### src/rtl/lut_arb2_if.sv
// lut_arb2_if -- command and result bundle for the two-channel LCD lookup table.
//
// Signals
//   arw/add/awdata/a_ready : channel A command (2'b10 read, 2'b01 write), address,
//                            write data and accept strobe
//   brw/bdd/bwdata/b_ready : channel B, same meaning as channel A
//   z/z_valid/z_src/z_err  : registered lookup result, valid flag, source channel
//                            (0 = A, 1 = B) and out-of-range flag
//   z_ready                : downstream consumes z when z_valid && z_ready
//
// Modports
//   master : requester/consumer side (drives commands and z_ready)
//   slave  : lookup table side (drives readies and the result)
interface lut_arb2_if #(
  parameter int ADDR_W = 5,
  parameter int DATA_W = 8
);
  logic [1:0]        arw;
  logic [ADDR_W-1:0] add;
  logic [DATA_W-1:0] awdata;
  logic              a_ready;
  logic [1:0]        brw;
  logic [ADDR_W-1:0] bdd;
  logic [DATA_W-1:0] bwdata;
  logic              b_ready;
  logic [DATA_W-1:0] z;
  logic              z_valid;
  logic              z_src;
  logic              z_err;
  logic              z_ready;

  modport master (
    output arw, add, awdata, brw, bdd, bwdata, z_ready,
    input  a_ready, b_ready, z, z_valid, z_src, z_err
  );

  modport slave (
    input  arw, add, awdata, brw, bdd, bwdata, z_ready,
    output a_ready, b_ready, z, z_valid, z_src, z_err
  );
endinterface

### src/rtl/lut_arb2.sv
// lut_arb2 -- two-channel lookup table for the LCD display path.
//
// Each channel owns a writable table bank. Both channels share one registered,
// back-pressured result register. One command is granted per cycle; reads need
// the result slot to be free, writes do not.
//
// Ports
//   clk  : clock, all state updates on the rising edge
//   rst  : synchronous active-high reset (banks back to defaults, result dropped)
//   bus  : lut_arb2_if.slave -- channel commands/readies and the result stream
//
// Build option
//   ROUND_ROBIN_EN : when defined, a last-grant pointer breaks A/B ties in favour
//                    of the channel not granted last. When undefined, channel A
//                    always has priority and the pointer does not exist.
module lut_arb2 #(
  parameter int ADDR_W  = 5,
  parameter int DATA_W  = 8,
  parameter int DEPTH_A = 16,
  parameter int DEPTH_B = 16
) (
  input logic     clk,
  input logic     rst,
  lut_arb2_if.slave bus
);

  localparam int IW_A = (DEPTH_A > 1) ? $clog2(DEPTH_A) : 1;
  localparam int IW_B = (DEPTH_B > 1) ? $clog2(DEPTH_B) : 1;

  // Default contents, one nibble per entry, entry 0 in the least significant nibble.
  localparam logic [63:0] DEF_A = 64'h3501_4064_4604_1053;
  localparam logic [63:0] DEF_B = 64'h0000_0001_3105_0131;

  // Reset value of entry idx; entries past the 16-entry default table are zero.
  function automatic logic [DATA_W-1:0] def_entry(input logic [63:0] tbl, input int idx);
    logic [DATA_W-1:0] val;
    logic [3:0]        nib_idx;
    val     = '0;
    nib_idx = idx[3:0];
    if (idx < 32'sd16) begin
      val = DATA_W'(tbl[{nib_idx, 2'b00} +: 4]);
    end else begin
      val = '0;
    end
    return val;
  endfunction

  logic [DATA_W-1:0] bank_a_r [DEPTH_A];
  logic [DATA_W-1:0] bank_b_r [DEPTH_B];

  logic [DATA_W-1:0] z_r;
  logic              z_valid_r;
  logic              z_src_r;
  logic              z_err_r;

  logic              req_a_s, rd_a_s, ok_a_s, gnt_a_s, in_a_s;
  logic              req_b_s, rd_b_s, ok_b_s, gnt_b_s, in_b_s;
  logic              slot_free_s;
  logic              rd_grant_s;
  logic [IW_A-1:0]   idx_a_s;
  logic [IW_B-1:0]   idx_b_s;
  logic [DATA_W-1:0] rd_data_s;
  logic              rd_err_s;

`ifdef ROUND_ROBIN_EN
  logic              ptr_r;   // last granted channel: 0 = A, 1 = B
`endif

  assign idx_a_s = bus.add[IW_A-1:0];
  assign idx_b_s = bus.bdd[IW_B-1:0];
  assign in_a_s  = ({1'b0, bus.add} < (ADDR_W+1)'(DEPTH_A));
  assign in_b_s  = ({1'b0, bus.bdd} < (ADDR_W+1)'(DEPTH_B));

  // Request decode and single-grant arbitration.
  always_comb begin
    req_a_s     = (bus.arw == 2'b10) || (bus.arw == 2'b01);
    rd_a_s      = (bus.arw == 2'b10);
    req_b_s     = (bus.brw == 2'b10) || (bus.brw == 2'b01);
    rd_b_s      = (bus.brw == 2'b10);
    slot_free_s = !z_valid_r || bus.z_ready;
    // A read is only grantable when the result slot can take it; a blocked
    // A read must not stop a B write.
    ok_a_s      = req_a_s && (!rd_a_s || slot_free_s);
    ok_b_s      = req_b_s && (!rd_b_s || slot_free_s);
    gnt_a_s     = 1'b0;
    gnt_b_s     = 1'b0;
`ifdef ROUND_ROBIN_EN
    if (ok_a_s && ok_b_s) begin
      gnt_a_s = ptr_r;
      gnt_b_s = !ptr_r;
    end else begin
      gnt_a_s = ok_a_s;
      gnt_b_s = ok_b_s;
    end
`else
    gnt_a_s = ok_a_s;
    gnt_b_s = ok_b_s && !ok_a_s;
`endif
    rd_grant_s = (gnt_a_s && rd_a_s) || (gnt_b_s && rd_b_s);
  end

  // Read data mux for the granted channel; out-of-range reads return zero with an error.
  always_comb begin
    rd_data_s = '0;
    rd_err_s  = 1'b0;
    if (gnt_a_s) begin
      if (in_a_s) begin
        rd_data_s = bank_a_r[idx_a_s];
        rd_err_s  = 1'b0;
      end else begin
        rd_data_s = '0;
        rd_err_s  = 1'b1;
      end
    end else begin
      if (in_b_s) begin
        rd_data_s = bank_b_r[idx_b_s];
        rd_err_s  = 1'b0;
      end else begin
        rd_data_s = '0;
        rd_err_s  = 1'b1;
      end
    end
  end

  // Table banks, result register and arbitration pointer.
  always_ff @(posedge clk) begin
    if (rst) begin
      for (int i = 0; i < DEPTH_A; i++) begin
        bank_a_r[i] <= def_entry(DEF_A, i);
      end
      for (int i = 0; i < DEPTH_B; i++) begin
        bank_b_r[i] <= def_entry(DEF_B, i);
      end
      z_r       <= '0;
      z_valid_r <= 1'b0;
      z_src_r   <= 1'b0;
      z_err_r   <= 1'b0;
`ifdef ROUND_ROBIN_EN
      ptr_r     <= 1'b0;
`endif
    end else begin
      // Out-of-range writes are dropped without any response.
      if (gnt_a_s && !rd_a_s && in_a_s) begin
        bank_a_r[idx_a_s] <= bus.awdata;
      end
      if (gnt_b_s && !rd_b_s && in_b_s) begin
        bank_b_r[idx_b_s] <= bus.bwdata;
      end
      if (rd_grant_s) begin
        z_r       <= rd_data_s;
        z_valid_r <= 1'b1;
        z_src_r   <= gnt_b_s;
        z_err_r   <= rd_err_s;
      end else if (z_valid_r && bus.z_ready) begin
        // Consumed with nothing new: data fields keep their last value.
        z_valid_r <= 1'b0;
      end
`ifdef ROUND_ROBIN_EN
      if (gnt_a_s) begin
        ptr_r <= 1'b0;
      end else if (gnt_b_s) begin
        ptr_r <= 1'b1;
      end
`endif
    end
  end

  assign bus.a_ready = gnt_a_s;
  assign bus.b_ready = gnt_b_s;
  assign bus.z       = z_r;
  assign bus.z_valid = z_valid_r;
  assign bus.z_src   = z_src_r;
  assign bus.z_err   = z_err_r;

endmodule

### src/flat_wrapper.sv
// flat-port wrapper written by rule: the top's interface ports become plain ports
module lut_arb2_flat 
#(
  parameter int ADDR_W  = 5,
  parameter int DATA_W  = 8,
  parameter int DEPTH_A = 16,
  parameter int DEPTH_B = 16
)
  (clk, rst, bus_arw, bus_add, bus_awdata, bus_brw, bus_bdd, bus_bwdata, bus_z_ready, bus_a_ready, bus_b_ready, bus_z, bus_z_valid, bus_z_src, bus_z_err);
  lut_arb2_if #(.ADDR_W(ADDR_W), .DATA_W(DATA_W)) bus_i ();
  input logic clk;
  input logic rst;
  input wire logic [$bits(bus_i.arw)-1:0] bus_arw;
  input wire logic [$bits(bus_i.add)-1:0] bus_add;
  input wire logic [$bits(bus_i.awdata)-1:0] bus_awdata;
  input wire logic [$bits(bus_i.brw)-1:0] bus_brw;
  input wire logic [$bits(bus_i.bdd)-1:0] bus_bdd;
  input wire logic [$bits(bus_i.bwdata)-1:0] bus_bwdata;
  input wire logic [$bits(bus_i.z_ready)-1:0] bus_z_ready;
  output wire logic [$bits(bus_i.a_ready)-1:0] bus_a_ready;
  output wire logic [$bits(bus_i.b_ready)-1:0] bus_b_ready;
  output wire logic [$bits(bus_i.z)-1:0] bus_z;
  output wire logic [$bits(bus_i.z_valid)-1:0] bus_z_valid;
  output wire logic [$bits(bus_i.z_src)-1:0] bus_z_src;
  output wire logic [$bits(bus_i.z_err)-1:0] bus_z_err;
  assign bus_i.arw = bus_arw;
  assign bus_i.add = bus_add;
  assign bus_i.awdata = bus_awdata;
  assign bus_i.brw = bus_brw;
  assign bus_i.bdd = bus_bdd;
  assign bus_i.bwdata = bus_bwdata;
  assign bus_i.z_ready = bus_z_ready;
  assign bus_a_ready = bus_i.a_ready;
  assign bus_b_ready = bus_i.b_ready;
  assign bus_z = bus_i.z;
  assign bus_z_valid = bus_i.z_valid;
  assign bus_z_src = bus_i.z_src;
  assign bus_z_err = bus_i.z_err;
  lut_arb2 #(.ADDR_W(ADDR_W), .DATA_W(DATA_W), .DEPTH_A(DEPTH_A), .DEPTH_B(DEPTH_B)) u_core (.clk(clk), .rst(rst), .bus(bus_i));
endmodule
### config.mk
export PLATFORM = sky130hd
export DESIGN_NAME = lut_arb2_flat
export DESIGN_NICKNAME = d
export VERILOG_FILES = /design/src/rtl/lut_arb2_if.sv /design/src/rtl/lut_arb2.sv /design/src/flat_wrapper.sv
export SDC_FILE = /design/constraint.sdc
export NUM_CORES = 1
export LEC_CHECK = 0
export ABC_AREA = 1
export CAP_MARGIN = 10
export CORE_MARGIN = 4
export CORE_UTILIZATION = 65
export CTS_CLUSTER_DIAMETER = 100
export CTS_CLUSTER_SIZE = 8
export DETAILED_ROUTE_END_ITERATION = 16
export PLACE_DENSITY = 0.84
export SLEW_MARGIN = 0
export SYNTH_ARGS = -nofsm -noshare
export SYNTH_HDL_FRONTEND = slang
export SYNTH_SLANG_ARGS = --single-unit
### constraint.sdc
create_clock -name clk -period 3.56 [get_ports clk]
set_input_delay 0.712 -clock clk [delete_from_list [all_inputs] [get_ports clk]]
set_output_delay 0.712 -clock clk [all_outputs]
set_load 0.01 [all_outputs]
==> metrics.cfg <==
[status]
outcome=finished, final reports clean

[setup_path]
path_max_fanout=4
cp_top_family=buffers and inverters
rr_endpoint=u_core.bank_b_r[3][7]
rr_worst_depth=10
worst_path_max_delay_cell=clkdlybuf4s50_1
slowest_delay_ps=550
start_kind=primary input
critPathRequiredTime_ps=2850
rrSetupSlack_ps=1170
path_buf_inv=3
crit_top_cell=clkdlybuf4s50_1
r2r_start=u_core.bus.z_valid
critical_path_arrival_ps=2210
crit_chain=clkdlybuf4s50_1 -> nor2_4 -> nor2_1 -> nor2_2 -> nand2_1 -> inv_2 -> clkdlybuf4s50_1
critPathKind=in -> out
critPathCaptureType=output port

[layout]
antenna_cells=0
nFillCells=1249
syn2layout_area_growth_pct=13.7
final_area_um2=14300
finalNetCount=1512
drive_gt1_share_pct=5.30

[clocking]
clk_latency_ps=520
cts_sinks=267
cts_buffer_depth=3
numCtsBuffers=39
htreeDepth=2
ctsHoldBuffers=0
path_clk_slew_ps=40
cts_tree=built
cts_setup_buffers=0
cts_resized=0
cts-root-buf=clkbuf_16

[timing]
tns_ps=0
max_freq_mhz=342
max-slew-margin-rel_pct=41.4
rsz0062_at_grt=no
min_period_ps=2930
hold_viol=0
fin_crit_sh_pct=82.2
finalSetupViolations=0
tightestPinTransition_ps=877
skew_ps=16.7
slew_viol_final=0

[floorplanning]
core_um2=18800
start_util_pct=66.6
die_w_um=147
die_h_um=147
ioPinCount=46
dieArea_um2=21600
fp-row-count=50

[logic_synthesis]
synth-seq-cells=267
synth.distinct_cells=22
synthTopCellsByCount=nand2_1, edfxtp_1, nor2_1
synth_top_cells_by_area=edfxtp_1, nand2_1, nor2_1
yosys_most_used_dff=edfxtp_1
synth_area_per_cell_um2=8.68
synth_edf_count=256
syn_inst=1444
ys_warn_count=0
syn-num-nets=1477
ys_seq_area_share_pct=63.1
synth_area_leader_cell=edfxtp_1
synth-async-reset-ratio_pct=0
synth.top_cell.area_share_pct=61.3
yosysMostFrequentCell=nand2_1
synth_area_um2=12500

[min_path]
holdPathStages=1
hold_class=reg -> reg
hp-start=u_core.bus.z_err
holdPathEnd=u_core.bus.z_err

[power]
clkPwrFrac_pct=44.4
switching_share_pct=23.3
power_density_nw_per_um2=529
power_switching_mw=1.76
cellLeakagePower_nw=6.47
p_int_mw=5.78
vdd_drop_max_uv=376
power_frac_comb_pct=7.7
seq_power_share_pct=47.9

[grt]
grt_pass1_wl_mm=48.9
grtUsageTotal_pct=28.8
grt_antenna_before_repair=0
grt_start_max_net_pins=67
grt-ovfl-total=0
grt_pass1_vias=9329

[detailed_routing]
wire_per_inst_um=17.7
drc_errors=0
drt_pass1_iterations=7
routed_wl_mm=31.2
first_iter_violations=1649
vias_per_cell=5.64
dr_total_vias=9986
antenna_left=0

[place]
routabilityCongestion=0.930
placed_area_um2=13100
dp_hpwl_mm=19.7
io_buffers=45

[flow_run]
max_cap_viol_count=0

layer usage:
| metal | vias up | global-route usage, % | part of all wire, % |
|---|---|---|---|
| li1 | 4648 | - | - |
| met1 | 4537 | 42.6 | 39 |
| met2 | 714 | 43.9 | 45 |
| met3 | 87 | 5.18 | 13 |
| met4 | 0 | 10.0 | 2.7 |
| met5 | - | 0 | 0 |
cell usage in the layout (no fill, tap or decap), drive strengths merged:
| master | instances |
|---|---|
| o21ai | 27 |
| edfxtp | 256 |
| nand3 | 31 |
| and3 | 1 |
| inv | 68 |
| buf | 20 |
| clkinv | 3 |
| nor3 | 6 |
| clkdlybuf4s50 | 43 |
| o211a | 1 |
| o22ai | 1 |
| nand2 | 721 |
| clkinvlp | 1 |
| nor2 | 252 |
| clkbuf | 67 |
| dfxtp | 11 |
registers in the layout, indices dropped and copies added, names as in the netlist:
register	flops
u_core.bus.z_err	1
u_core.bank_a_r	128
u_core.bus.z	8
u_core.bus.z_src	1
u_core.bus.z_valid	1
u_core.bank_b_r	128
kinds of logic (layout without fill, tap and decap cells):
group | after synthesis | in the layout | share of synthesized area [%]
AOI/OAI and AO/OA | 29 | 29 | 1.21
buffers and inverters | 137 | 202 | 4.37
DFF | 267 | 267 | 63.1
and+or+nand+nor | 1011 | 1011 | 31.4
area by class of cell:
class | instances | area [um2] | share of cell area (%)
flip-flops and latches | 267 | 7910 | 55.4
multi-input cells | 1040 | 4090 | 28.6
clock buffers | 67 | 1080 | 7.58
repair buffers | 63 | 576 | 4.04
well taps | 260 | 325 | 2.28
inverters | 68 | 255 | 1.79
clock inverters | 4 | 33.8 | 0.237
metrics by stage:
stage / std cells / power (mW) / hold slack (ps) / util [%] / worst slack (ps)
after floorplan: 1444 / 4.01 / 539 / - / 1290
after global placement: 1698 / 4.21 / 484 / 69.8 / 482
after detailed placement: 1698 / 4.23 / 508 / 69.8 / 418
after CTS: 1769 / 7.53 / 525 / 75.7 / 614
after global routing: 1769 / 7.76 / 538 / 75.7 / 551
final: 1769 / 7.54 / 517 / 75.7 / 634
worst max-delay path by stage:
stage                     slack (ps)  depth (start not counted)                      to        start
final                            630                          7             bus_b_ready  bus_z_ready
after global routing             550                          7             bus_b_ready  bus_z_ready
after global placement           480                         10   u_core.bank_b_r[5][2]  bus_z_ready
after floorplan                 1290                          9  u_core.bank_b_r[12][0]  bus_z_ready
after detailed placement         420                          7   u_core.bank_b_r[3][6]   bus_bdd[1]
after CTS                        610                          7             bus_b_ready  bus_z_ready
power by group through the flow:
stage | registers [mW] | clock network, mW | logic, mW
after floorplan | 3.66 | 0 | 0.351
after global placement | 3.66 | 0 | 0.546
after detailed placement | 3.67 | 0 | 0.557
after CTS | 3.61 | 3.35 | 0.566
after global routing | 3.62 | 3.51 | 0.633
final | 3.61 | 3.35 | 0.579
(Power assumes the default switching activity.)
